**src/rtl/instruction_fetch.sv**
```systemverilog
// instruction_fetch - front stage of the rv32i core.
// Owns the PC and issues one word fetch at a time to instruction memory
// over a request valid/ready channel plus a response-valid channel. It then
// hands {instr, pc} to the decoder with a valid/ready handshake.
// A redirect from execute replaces the PC. If a fetch is still in flight,
// the response is drained and discarded.
// Optional feature: define IF_MISALIGN_CHECK_EN to trap redirects whose
// target is not word aligned. A trapped redirect parks the stage in a
// sticky fault state that only rst_n clears. When the macro is not defined,
// the low two target bits are cleared and fetch_fault is tied low.
module instruction_fetch #(
    parameter logic [31:0] RESET_PC  = 32'h0000_0000,
    parameter logic [31:0] NOP_INSTR = 32'h0000_0013
) (
    input  logic        clk,
    input  logic        rst_n,
    output logic        imem_req_valid,
    input  logic        imem_req_ready,
    output logic [31:0] imem_addr,
    input  logic        imem_resp_valid,
    input  logic [31:0] imem_resp_data,
    output logic        id_valid,
    input  logic        id_ready,
    output logic [31:0] id_instr,
    output logic [31:0] id_pc,
    input  logic        redirect_valid,
    input  logic [31:0] redirect_pc,
    output logic        fetch_fault
);

    typedef enum logic [2:0] {
        S_IDLE  = 3'd0,
        S_REQ   = 3'd1,
        S_WAIT  = 3'd2,
        S_DRAIN = 3'd3,
        S_HOLD  = 3'd4,
        S_FAULT = 3'd5
    } state_t;

    state_t      state_r;
    logic [31:0] pc_r;
    logic        id_valid_r;
    logic [31:0] id_instr_r;
    logic [31:0] id_pc_r;

    logic [31:0] redirect_target_s;
    logic        redirect_fault_s;
    logic        redirect_take_s;
    logic        req_valid_s;

    // Clear the byte-offset bits of an address so that it is word aligned.
    function automatic logic [31:0] word_align(input logic [31:0] addr);
        return addr & 32'hFFFF_FFFC;
    endfunction

    // Next sequential fetch address. This wraps modulo 2^32.
    function automatic logic [31:0] pc_advance(input logic [31:0] addr);
        return addr + 32'd4;
    endfunction

    // A target is misaligned when either byte-offset bit is set.
    function automatic logic is_misaligned(input logic [31:0] addr);
        return (addr[1:0] != 2'b00);
    endfunction

    // Redirect target and fault decision for the incoming redirect.
    always_comb begin
`ifdef IF_MISALIGN_CHECK_EN
        redirect_target_s = redirect_pc;
        redirect_fault_s  = is_misaligned(redirect_pc);
`else
        redirect_target_s = word_align(redirect_pc);
        redirect_fault_s  = 1'b0;
`endif
    end

    // Redirects are honoured everywhere except the post-reset idle cycle
    // and the fault state.
    assign redirect_take_s = redirect_valid &&
                             (state_r != S_IDLE) && (state_r != S_FAULT);

    // The request is a function of state and redirect_valid only. It has
    // no path from id_ready, and a redirect cycle never issues a request.
    assign req_valid_s    = (state_r == S_REQ) && !redirect_valid;
    assign imem_req_valid = req_valid_s;
    assign imem_addr      = pc_r;
    assign id_valid       = id_valid_r;
    assign id_instr       = id_instr_r;
    assign id_pc          = id_pc_r;

`ifdef IF_MISALIGN_CHECK_EN
    logic fetch_fault_r;
    assign fetch_fault = fetch_fault_r;
`else
    assign fetch_fault = 1'b0;
`endif

    // Fetch FSM: the PC, the decoder-facing registers and the sticky fault flag.
    always_ff @(posedge clk or negedge rst_n) begin
        if (!rst_n) begin
            state_r    <= S_IDLE;
            pc_r       <= RESET_PC;
            id_valid_r <= 1'b0;
            id_instr_r <= NOP_INSTR;
            id_pc_r    <= 32'h0000_0000;
`ifdef IF_MISALIGN_CHECK_EN
            fetch_fault_r <= 1'b0;
`endif
        end else if (redirect_take_s) begin
            // A redirect beats every other event. Any held instruction is
            // dropped, even one that the decoder accepts in this same cycle.
            pc_r       <= redirect_target_s;
            id_valid_r <= 1'b0;
            id_instr_r <= NOP_INSTR;
            if (redirect_fault_s) begin
                state_r <= S_FAULT;
`ifdef IF_MISALIGN_CHECK_EN
                fetch_fault_r <= 1'b1;
`endif
            end else begin
                case (state_r)
                    // A request is still outstanding unless its response
                    // lands in this same cycle. If it does, that response is
                    // simply dropped.
                    S_WAIT, S_DRAIN: state_r <= imem_resp_valid ? S_REQ : S_DRAIN;
                    default:         state_r <= S_REQ;
                endcase
            end
        end else begin
            case (state_r)
                S_IDLE: begin
                    state_r <= S_REQ;
                end
                S_REQ: begin
                    if (req_valid_s && imem_req_ready) begin
                        state_r <= S_WAIT;
                    end
                end
                S_WAIT: begin
                    if (imem_resp_valid) begin
                        id_instr_r <= imem_resp_data;
                        id_pc_r    <= pc_r;
                        id_valid_r <= 1'b1;
                        pc_r       <= pc_advance(pc_r);
                        state_r    <= S_HOLD;
                    end
                end
                S_HOLD: begin
                    if (id_ready) begin
                        id_valid_r <= 1'b0;
                        id_instr_r <= NOP_INSTR;
                        state_r    <= S_REQ;
                    end
                end
                S_DRAIN: begin
                    // A stale response is discarded without touching id_*.
                    if (imem_resp_valid) begin
                        state_r <= S_REQ;
                    end
                end
                S_FAULT: begin
                    // Parked until reset. Late responses are ignored.
                    id_valid_r <= 1'b0;
                end
                default: begin
                    state_r <= S_IDLE;
                end
            endcase
        end
    end

endmodule

```
**config.mk**
```make
export PLATFORM = sky130hd
export DESIGN_NAME = instruction_fetch
export DESIGN_NICKNAME = d
export VERILOG_FILES = /design/src/rtl/instruction_fetch.sv
export SDC_FILE = /design/constraint.sdc
export NUM_CORES = 1
export LEC_CHECK = 0
export CORE_MARGIN = 5
export CORE_UTILIZATION = 41
export DETAILED_ROUTE_END_ITERATION = 8
export GPL_ROUTABILITY_DRIVEN = 0
export HOLD_SLACK_MARGIN = 0.02
export PLACE_DENSITY_LB_ADDON = 0.2
export SLEW_MARGIN = 20
export SYNTH_ARGS = -nofsm -noshare
export SYNTH_HDL_FRONTEND = slang
export SYNTH_SLANG_ARGS = --single-unit
```
**constraint.sdc**
```tcl
create_clock -name clk -period 2.1 [get_ports clk]
set_input_delay 0.42 -clock clk [delete_from_list [all_inputs] [get_ports clk]]
set_output_delay 0.42 -clock clk [all_outputs]
set_load 0.02 [all_outputs]
```
# --- Word level (Yosys, flattened, before mapping) ---
# Cells that the tools add are included.
# W data, S select, Z words.
word_totals:
  ff_bits: 100
classes:
  n_addsub: 1
  eq_ne: 11
  n_mux: 19
  n_bitwise: 1
  reduce_logical: 17
op_table:
  columns: ["operator", "count"]
  rows:
  - ["$mux W32", 6]
  - ["$pmux W32 S2", 1]
  - ["$add A32 B3 Y32 const B", 1]
  - ["$pmux W3 S6", 1]
  - ["$mux W3", 5]
  - ["$ne A3 B3 Y1 const B", 4]
  - ["$reduce_and A3 Y1", 3]
  - ["$eq A3 B2 Y1 const B", 2]
  - ["$eq A3 B3 Y1 const B", 2]
  - ["$reduce_bool A3 Y1", 2]
  - ["$reduce_and A5 Y1", 1]
  - ["$logic_and A1 B1 Y1", 4]
  - ["$mux W2", 2]
  - ["$reduce_bool A2 Y1", 2]
  - ["$reduce_bool A4 Y1", 1]
  - ["$eq A3 B1 Y1 const B", 1]
  - ["$logic_not A3 Y1", 1]
  - ["$mux W1", 3]
  - ["$ne A3 B2 Y1 const B", 1]
  - ["$pmux W1 S3", 1]
  - ["$ne A2 B2 Y1 const B", 1]
  - ["$reduce_and A2 Y1", 1]
  - ["$reduce_or A2 Y1", 1]
  - ["$logic_not A1 Y1", 1]
  - ["$not A1 Y1", 1]

# --- Longest topological paths before layout ---
# Gate-level depths: netlist of the first run.
logic_depth:
  depth_word: 6
  mapped_depth: 7

# --- Worst setup path before layout of the first run ---
# OpenSTA, ideal clock, no wires.
synth_timing:
  path_kind: "reg-to-reg"
  from: "reg pc_r[10] (netlist: imem_addr[10])"
  to: "reg pc_r[24] (netlist: imem_addr[24])"
  setup_ns: 0.124
  t_arrival_ns: 1.767
  required_time_ns: 1.976
  setup_slack_ns: 0.209
  stages_incl_launch_ff: 6
  n_path_buf: 0
  period_less_slack_ns: 1.891
  cell_sequence: "dfrtp_1 nand4_2 nor4_4 nand2_2 o311a_1 a211o_1"
synth_between:
  elab_chain_cells: 4
synth_lines:
  columns: ["element", "line_no", "source"]
  rows:
  - ["start, declared", "41", "logic [31:0] pc_r;"]
  - ["start signal, assigned", "112", "pc_r <= redirect_target_s;"]
  - ["start signal, assigned", "144", "pc_r <= pc_advance(pc_r);"]
  - ["$add A32 B3 Y32", "58", "return addr + 32'd4;"]
  - ["$mux W32", "140", "if (imem_resp_valid) begin"]
  - ["$mux W32", "130", "case (state_r)"]
  - ["$mux W32", "109", "end else if (redirect_take_s) begin"]
# Every way passes these cells. The select of a mux whose other input is x is not followed.
# A chain may end at the register's enable or synchronous reset.

# --- Final worst setup path of the first run ---
layout_timing:
  from: "reg pc_r[7] (netlist: imem_addr[7])"
  to: "out imem_addr[7]"
layout_rtl:
  columns: ["element", "line_no", "source"]
  rows:
  - ["end, declared", "19", "output logic [31:0] imem_addr,"]
# No word-level cell between the ends.

==> flow_summary_export.csv, run 1 <==
group,metric,value,unit
outcome,status,"complete, no violations",
layout,nets,717,
yosys,synthSimpleGateAreaFrac,0.208,
die,die_area,13000,um2
placed_design,hpwlAfterDp,9890,um
clock_network,cts_tree,"done",
die,die_height,114,um
clock_network,insertion_delay,0.36,ns
yosys,yosys.area_share.adder,0.00282,
die,num_rows,38,
global_routing,grt_max_degree,43,
global_routing,grt.total_usage,0.204,
worst_setup_path,r2r_cells,6,
clock_network,clock_path_buffers,2,
routing,wl,13200,um
yosys,ys_seq_area_frac,0.542,
worst_setup_path,crit_path_max_fanout,5,
clock_network,clkTransAtPathRegs,0.10,ns
worst_setup_path,cp-start-kind,"flip-flop",
sta,hold_viol_final,0,
pwr,p_leak,3.00,nW
routing,ant_nets,0,
placed_design,preCtsSetupSlack,-0.186,ns
routing,first_pass_iters,4,
clock_network,root_buffer,"clkbuf_8",
yosys,syn_area_per_cell,9.83,um2
layout,final_util,0.620,
yosys,syn_inst,452,
pwr,ir_drop,0.547,mV
layout,area_growth,50.0,%
pwr,powerDensity,1200,nW/um2
worst_setup_path,timing.reg2reg.setup_slack,0.20,ns
routing,wl_per_cell,16.6,um
yosys,synthFlopType,"dfrtp_1",
routing,viasPerCell,5.28,
flow_run,cap_viol_max_count,0,
yosys,synth_edf_count,0,
clock_network,clock_sinks,96,
global_routing,grt_pass1_wl,21400,um
routing,initialDrtViolationCount,246,
die,die_w,114,um
sta,fmax,0.492,GHz
global_routing,grt-ovfl-total,0,
placed_design,numPortBuffers,161,
worst_setup_path,worstSetupPathType,"flip-flop to output pin",
yosys,synth_xor_area_frac,0.0237,
yosys,synth_cell_type_count,60,
worst_hold_path,hold_path.class,"flip-flop to flip-flop",
pwr,finalPower,7.99,mW
routing,vias,4174,
yosys,ys_seq_elements,96,
global_routing,grt_pass1_vias,4347,
placed_design,place_area,6480,um2
layout,drive_gt1_frac,0.126,
clock_network,post_cts_buffers,0,
sta,finalWorstSetupSlack,0.0684,ns
sta,layout_min_cycle_time,2.03,ns
sta,setup_violations,0,
worst_setup_path,crit_start,"imem_addr[7]",
worst_setup_path,critPathCapture,"imem_addr[7]",
sta,rsz0062_at_grt,"false",
worst_setup_path,cp.required,1.68,ns
sta,fin_crit_sh,0.967,
global_routing,antenna_found_initial,0,
yosys,ys.warnings.count,0,
yosys,synth-compound-area-share,0.169,
worst_setup_path,crit_path_end_kind,"output pin",
layout,insertedDiodeCount,0,
die,start_util,0.413,
yosys,async_flop_share,1.00,
sta,slew_violations,0,
clock_network,cts_buffers,9,
routing,drc_errors,0,
layout,design_area,6670,um2
sta,finClkSkew,0.0167,ns
die,core_area,10700,um2
yosys,synth_area,4440,um2
yosys,synthMuxAreaShare,0.00451,
clock_network,cts.htree.levels,3,
worst_setup_path,crit-reg2reg-launch,"imem_addr[11]",
worst_setup_path,arrival,1.61,ns
worst_setup_path,r2r_end,"imem_addr[25]",
die,pin_count,169,
yosys,synth_top_family_by_area,"simple AND/OR/NAND/NOR gates",
[cell usage in the layout, fill, tap and decap left out, drive strengths merged, types with 6 or more instances in the layout]
cell	Yosys	final
nor2	16	16
nor4	6	6
xor2	10	10
dfrtp	93	93
and3	6	6
clkdlybuf4s50	0	159
inv	8	9
a21oi	13	13
a22oi	9	9
nand3	11	11
a22o	28	28
nand4	14	14
buf	17	49
o21ai	27	27
clkbuf	14	11
nand2	120	120
[kinds of logic after synthesis]
kind of cell / after synthesis
simple gates: 194
buf+inv: 39
flops: 96
compound gates: 107
fa+ha+maj: 1
mux: 2
other cells: 1
xor+xnor: 12
[report_power, final]
group	total [mW]	leakage [nW]	switching (mW)	internal, mW
Sequential	2.98	1.23	0.552	2.43
Clock	1.11	0.0895	0.647	0.463
Combinational	3.90	1.68	2.05	1.85
[cell usage after synthesis, types with 5 or more instances]
master    instances  area (um2)
a21oi_1          12        60.1
a22o_1           28         245
a22oi_1           9        67.6
a31oi_1           5        31.3
and3_1            6        37.5
buf_2             8        40.0
buf_4             6        45.0
clkbuf_1         10        37.5
dfrtp_1          93        2330
inv_1             8        30.0
nand2_1         119         447
nand3_1           9        45.0
nand4_1          13        81.3
nor2_1           15        56.3
nor3_1            5        25.0
o21ai_0          21         105
o21ai_1           6        30.0
xor2_1           10        87.6
[sequential cells by signal, summed over array words and instances, names as in the netlist]
| signal | cells |
|---|---|
| id_pc | 30 |
| id_instr | 32 |
| id_valid | 1 |
| imem_addr | 30 |
| state_r | 3 |
[through the flow]
stage               setup TNS, ns  hold slack [ns]  std cells
finish                          0            0.464        791
global placement           -0.283            0.375        774
global route                    0            0.491        791
floorplan                       0            0.124        456
detailed placement         -0.522            0.374        774
CTS                             0            0.464        791
[metal layers]
metal / wire [um] / GRT usage / vias to the layer above
met1: 5570 / 0.270 / 2032
met3: 900 / 0.0439 / 21
met2: 6460 / 0.331 / 147
li1: - / - / 1974
met4: 238 / 0.0768 / 0
met5: 0 / 0 / -
[repair_timing]
item	4_1_cts	5_1_grt
hold endpoints to repair	26	0
gates resized for setup	1	0
setup endpoints to repair	1	0
hold buffers	1	0
[layout make-up]
cell class,instances,area [um2]
Tap cell,140,175
Clock inverter,5,31.3
Sequential cell,96,2410
Fill cell,950,4080
Clock buffer,11,141
Multi-Input combinational cell,321,1840
Inverter,8,30.0
Timing Repair Buffer,210,2040
[worst max-delay path, stage by stage, from the launching register on]
cell	delay, ns
dfrtp_1	0.47
buf_4	0.18
clkdlybuf4s50_1	0.60
[worst min-delay path by stage]
stage                      startpoint  depth (start not counted)            to
after global routing      id_instr[4]                          2   id_instr[4]
after floorplan                 rst_n                          0  id_instr[10]
final                     id_instr[4]                          2   id_instr[4]
after global placement          rst_n                          1  imem_addr[5]
after CTS                 id_instr[4]                          2   id_instr[4]
after detailed placement        rst_n                          1  imem_addr[5]
Power figures use the tool's default switching activity.
==> inputs of run 2 (changes only) <==
--- a/config.mk
+++ b/config.mk
@@ -7,6 +7,7 @@
 export LEC_CHECK = 0
 export CORE_MARGIN = 5
 export CORE_UTILIZATION = 41
+export CTS_BUF_LIST = sky130_fd_sc_hd__clkbuf_8
 export DETAILED_ROUTE_END_ITERATION = 8
 export GPL_ROUTABILITY_DRIVEN = 0
 export HOLD_SLACK_MARGIN = 0.02
==> run 2 against run 1 <==
Against the previous run: die area is the same; count of clock-buffer cells in the layout is 1 lower; worst hold slack barely moved; final cell count unchanged; sequential share of layout area unchanged; global-route usage unchanged; via count down 0.17%; routed wire length about the same; sequential power about the same; maximum frequency is 0.31% lower; critical path type unchanged; critical endpoint unchanged; largest power group unchanged.
==> flow_summary_export.csv, run 2 (synthesis gave the netlist of run 1 again) <==
group,metric,value,unit
outcome,status,"complete, no violations",
die,pin_count,169,
global_routing,antenna_found_initial,0,
clock_network,cts.htree.levels,3,
routing,ant_nets,0,
die,die_w,114,um
worst_setup_path,critPathMaxStageDelay,0.60,ns
global_routing,grt.total_usage,0.204,
global_routing,grt_pass1_wl,21400,um
worst_setup_path,cp-start-kind,"flip-flop",
routing,drc_errors,0,
sta,finalWorstSetupSlack,0.0622,ns
worst_setup_path,crit_path_end_kind,"output pin",
sta,slew_violations,0,
routing,wl,13200,um
sta,layout_min_cycle_time,2.04,ns
layout,drive_gt1_frac,0.126,
pwr,finalPower,7.99,mW
placed_design,preCtsSetupSlack,-0.186,ns
pwr,ir_drop,0.546,mV
worst_setup_path,path_buf_inv,2,
die,start_util,0.413,
pwr,powerDensity,1200,nW/um2
die,core_area,10700,um2
clock_network,cts_buffers,9,
routing,first_pass_iters,5,
global_routing,grt-ovfl-total,0,
die,die_height,114,um
clock_network,clock_sinks,96,
sta,finClkSkew,0.0187,ns
routing,viasPerCell,5.27,
worst_setup_path,cp.required,1.68,ns
placed_design,place_area,6480,um2
clock_network,root_buffer,"clkbuf_8",
clock_network,insertion_delay,0.37,ns
placed_design,hpwlAfterDp,9890,um
layout,largest_register_ffs,32,
die,num_rows,38,
sta,setup_violations,0,
flow_run,cap_viol_max_count,0,
pwr,p_leak,3.00,nW
die,die_area,13000,um2
worst_setup_path,worstSetupPathType,"flip-flop to output pin",
routing,initialDrtViolationCount,246,
layout,design_area,6670,um2
routing,wl_per_cell,16.7,um
placed_design,numPortBuffers,161,
clock_network,clkTransAtPathRegs,0.10,ns
worst_setup_path,path_cells,"buf_4, clkdlybuf4s50_1",
layout,final_cell_mix,"159 x clkdlybuf4s50_1, 119 x nand2_1, 93 x dfrtp_1, 44 x buf_4, 28 x a22o_1",
layout,insertedDiodeCount,0,
routing,vias,4167,
clock_network,cts_tree,"done",
layout,area_growth,50.0,%
sta,whs,0.464,ns
worst_setup_path,slowest_stage,"clkdlybuf4s50_1",
global_routing,grt_max_degree,43,
clock_network,clock_path_buffers,2,
worst_setup_path,crit_path_max_fanout,5,
sta,fmax,0.491,GHz
sta,setup_tns,0,ns
sta,rsz0062_at_grt,"false",
sta,fin_crit_sh,0.970,
worst_setup_path,cp_top_family,"buffers and inverters",
layout,mostFrequentLayoutCell,"clkdlybuf4s50_1",
global_routing,grt_pass1_vias,4347,
worst_setup_path,arrival,1.62,ns
layout,fillers,950,
worst_hold_path,hold_path.class,"flip-flop to flip-flop",
sta,hold_viol_final,0,
layout,nets,717,
==> run 2: cell count changes in the layout (fill, tap and decap cells not counted) <==
cell	change
clkbuf_1	-1
inv_1	+1
==> run 2: final timing paths <==
kind                                from             to  slack [ns]  depth (start not counted)
max in group asynchronous          rst_n    id_instr[4]        0.87                          3
min reg2reg                  id_instr[4]    id_instr[4]        0.46                          2
min                          id_instr[4]    id_instr[4]        0.46                          2
min in group asynchronous          rst_n   imem_addr[5]        0.52                          2
max reg2reg                imem_addr[11]  imem_addr[25]        0.20                          6
max                         imem_addr[7]   imem_addr[7]        0.06                          2
==> run 2: tightest hold or removal path: cells and delay by family (launching register included) <==
family,cells,cell delay [ns]
flip-flops,1,0.38
AO/OA/AOI/OAI,1,0.05
buffers and inverters,1,0.04
==> run 2: cell type report <==
| class | instances | area (um2) | share of cell area |
|---|---|---|---|
| flip-flops and latches | 96 | 2410 | 0.361 |
| repair buffers | 210 | 2040 | 0.306 |
| multi-input cells | 321 | 1840 | 0.276 |
| well taps | 140 | 175 | 0.0263 |
| clock buffers | 10 | 138 | 0.0206 |
| clock inverters | 6 | 35.0 | 0.00526 |
| inverters | 8 | 30.0 | 0.00450 |
==> run 2: per-stage QoR <==
stage | utilization | std cells
after floorplan | - | 456
after global placement | 0.604 | 774
after detailed placement | 0.604 | 774
after CTS | 0.620 | 791
after global routing | 0.620 | 791
final | 0.620 | 791
==> run 2: repair_timing <==
action | in CTS | in global routing
endpoints found under the setup margin | 1 | 0
hold buffers | 1 | 0
hold endpoints to repair | 26 | 0
resized for setup | 1 | 0
buffers inserted | 0 | 0
==> run 2: power breakdown <==
group | leakage [nW] | total, mW | internal [mW] | switching (mW)
registers | 1.23 | 2.98 | 2.43 | 0.554
clock network | 0.0936 | 1.11 | 0.458 | 0.651
logic | 1.68 | 3.90 | 1.85 | 2.05
total | 3.00 | 7.99 | 4.74 | 3.25
==> run 2: routing by layer <==
layer  vias up  wire, um  GRT usage
met5         -         0          0
met4         0       247     0.0768
met3        22       904     0.0439
met2       142      6420      0.331
met1      2029      5600      0.270
li1       1974         -          -
==> inputs of run 3 (changes only) <==
==> constraint.sdc (replaced) <==
create_clock -name clk -period 2.1 [get_ports clk]
set_input_delay 0.42 -clock clk [delete_from_list [all_inputs] [get_ports clk]]
set_output_delay 0.42 -clock clk [all_outputs]
set_load 0.05 [all_outputs]
==> run 3 against run 2 <==
Against the previous run: utilization up 0.093 points; routed wire length down 0.66%; power up 17%; sequential cell count unchanged; clock skew down 0.0079 ns; clock power up 14%; sequential share of layout area about the same; first-iteration DRC count up 1.6%; worst hold slack better by 0.0091 ns; sequential power about the same; non-clock buffer count down 2.
==> flow_summary_export.csv, run 3 (synthesis gave the netlist of run 1 again) <==
group,metric,value,unit
outcome,status,"complete, no violations",
clock_network,cts_tree,"done",
worst_setup_path,crit-reg2reg-launch,"state_r[0]",
global_routing,grt_pass1_wl,21200,um
clock_network,clock_path_buffers,2,
sta,slew_violations,0,
global_routing,grt-ovfl-total,0,
clock_network,insertion_delay,0.37,ns
die,num_rows,38,
layout,drive_gt1_frac,0.146,
layout,nets,715,
die,die_height,114,um
layout,final_cell_mix,"131 x clkdlybuf4s50_1, 119 x nand2_1, 90 x dfrtp_1, 53 x buf_4, 28 x a22o_1",
worst_setup_path,critPathMaxStageDelay,0.50,ns
layout,area_growth,50.3,%
global_routing,grt_max_degree,44,
routing,drc_errors,0,
routing,ant_nets,0,
sta,layout_min_cycle_time,2.05,ns
worst_setup_path,crit_path_max_fanout,10,
layout,final_util,0.621,
worst_setup_path,r2r_end,"imem_addr[21]",
clock_network,post_cts_buffers,0,
worst_setup_path,path_buf_inv,4,
die,core_area,10700,um2
layout,multi_input_area,1850,um2
flow_run,cap_viol_max_count,0,
worst_setup_path,worstSetupPathType,"input pin to output pin",
worst_hold_path,holdPathEnd,"id_instr[1]",
pwr,finalPower,9.36,mW
worst_setup_path,worst_path_most_repeated_cell,"buf_4",
sta,rsz0062_at_grt,"false",
layout,register_area,2410,um2
sta,relSlewSlack,0.402,
worst_setup_path,slowest_stage,"clkdlybuf4s50_1",
global_routing,grt.total_usage,0.203,
placed_design,hpwlAfterDp,9850,um
clock_network,clock_sinks,96,
pwr,p_leak,3.10,nW
sta,setup_violations,0,
routing,first_pass_iters,4,
pwr,ir_drop,0.709,mV
sta,finClkSkew,0.0107,ns
die,start_util,0.413,
sta,tightest_slew,0.897,ns
worst_hold_path,min_path_cells,2,
worst_setup_path,cp-start-kind,"input pin",
worst_setup_path,cp.required,1.68,ns
routing,initialDrtViolationCount,250,
die,die_w,114,um
sta,whs,0.474,ns
placed_design,numPortBuffers,161,
worst_setup_path,cp_top_family,"buffers and inverters",
layout,insertedDiodeCount,0,
pwr,powerDensity,1400,nW/um2
global_routing,grt_pass1_vias,4211,
routing,wl_per_cell,16.6,um
clock_network,cts.htree.levels,3,
worst_setup_path,timing.reg2reg.setup_slack,0.21,ns
clock_network,clkTransAtPathRegs,0.09,ns
routing,viasPerCell,5.27,
sta,fin_crit_sh,0.975,
die,pin_count,169,
global_routing,antenna_found_initial,0,
clock_network,cts_buffers,9,
worst_setup_path,path_cells,"clkdlybuf4s50_1, buf_4, nor2_4, buf_4, and3_4, buf_12",
sta,fmax,0.488,GHz
layout,largest_register_ffs,32,
worst_setup_path,arrival,1.63,ns
worst_hold_path,min_from,"id_instr[1]",
sta,hold_viol_final,0,
layout,fillers,922,
routing,vias,4156,
layout,mostFrequentLayoutCell,"clkdlybuf4s50_1",
worst_setup_path,crit_path_end_kind,"output pin",
worst_hold_path,hold_path.class,"flip-flop to flip-flop",
clock_network,root_buffer,"clkbuf_8",
worst_setup_path,r2r_cells,5,
routing,wl,13100,um
die,die_area,13000,um2
sta,setup_tns,0,ns
-- run 3: worst register-to-register path, stage by stage, from the launching register on --
cell and delay (ns):
dfrtp_1 0.46, nand4bb_1 0.17, o21ai_0 0.12, a21oi_2 0.67, o21ai_0 0.23, o311ai_0 0.14
-- run 3: area by class of cell --
type                       instances  area share
clock inverter                     5     0.00843
clock buffer                      11      0.0227
multi-input combinational        321       0.278
timing repair buffer             208       0.299
sequential                        96       0.361
inverter                           8     0.00450
tap                              140      0.0262
-- run 3: routing by layer --
layer	vias up	wire length, um	track usage
li1	1973	-	-
met1	2004	5470	0.267
met2	157	6460	0.327
met3	22	861	0.0428
met4	0	296	0.0839
met5	-	0	0
-- run 3: through the flow --
step	area, um2	setup WS, ns	cells
2_1_floorplan	4460	0.0177	456
6_report	6680	0.0520	789
3_5_place_dp	6430	-0.149	772
4_1_cts	6650	0.00168	789
5_1_grt	6680	0.00125	789
3_3_place_gp	6430	-0.126	772
-- run 3: worst max path at each step --
stage / start / endpoint / slack, ns / depth (start not counted)
floorplan: imem_addr[13] / imem_addr[24] / 0.02 / 5
global route: redirect_valid / imem_req_valid / 0.001 / 6
detailed placement: imem_resp_valid / imem_addr[21] / -0.15 / 6
global placement: imem_resp_valid / imem_addr[21] / -0.13 / 6
CTS: imem_addr[3] / imem_addr[3] / 0.002 / 1
finish: redirect_valid / imem_req_valid / 0.05 / 6
-- run 3: timing repair --
| action | in CTS | in global routing |
|---|---|---|
| endpoints found under the setup margin | 11 | 10 |
| hold endpoints to repair | 29 | 0 |
| hold buffers | 1 | 0 |
| pin swaps | 0 | 0 |
| cloned | 0 | 0 |
| resized for setup | 13 | 10 |
-- run 3: power by group --
group / switching [mW] / internal, mW / leakage, nW
Combinational: 3.36 / 1.76 / 1.77
Sequential: 0.552 / 2.43 / 1.23
Clock: 0.647 / 0.611 / 0.0990
Total: 4.56 / 4.80 / 3.10
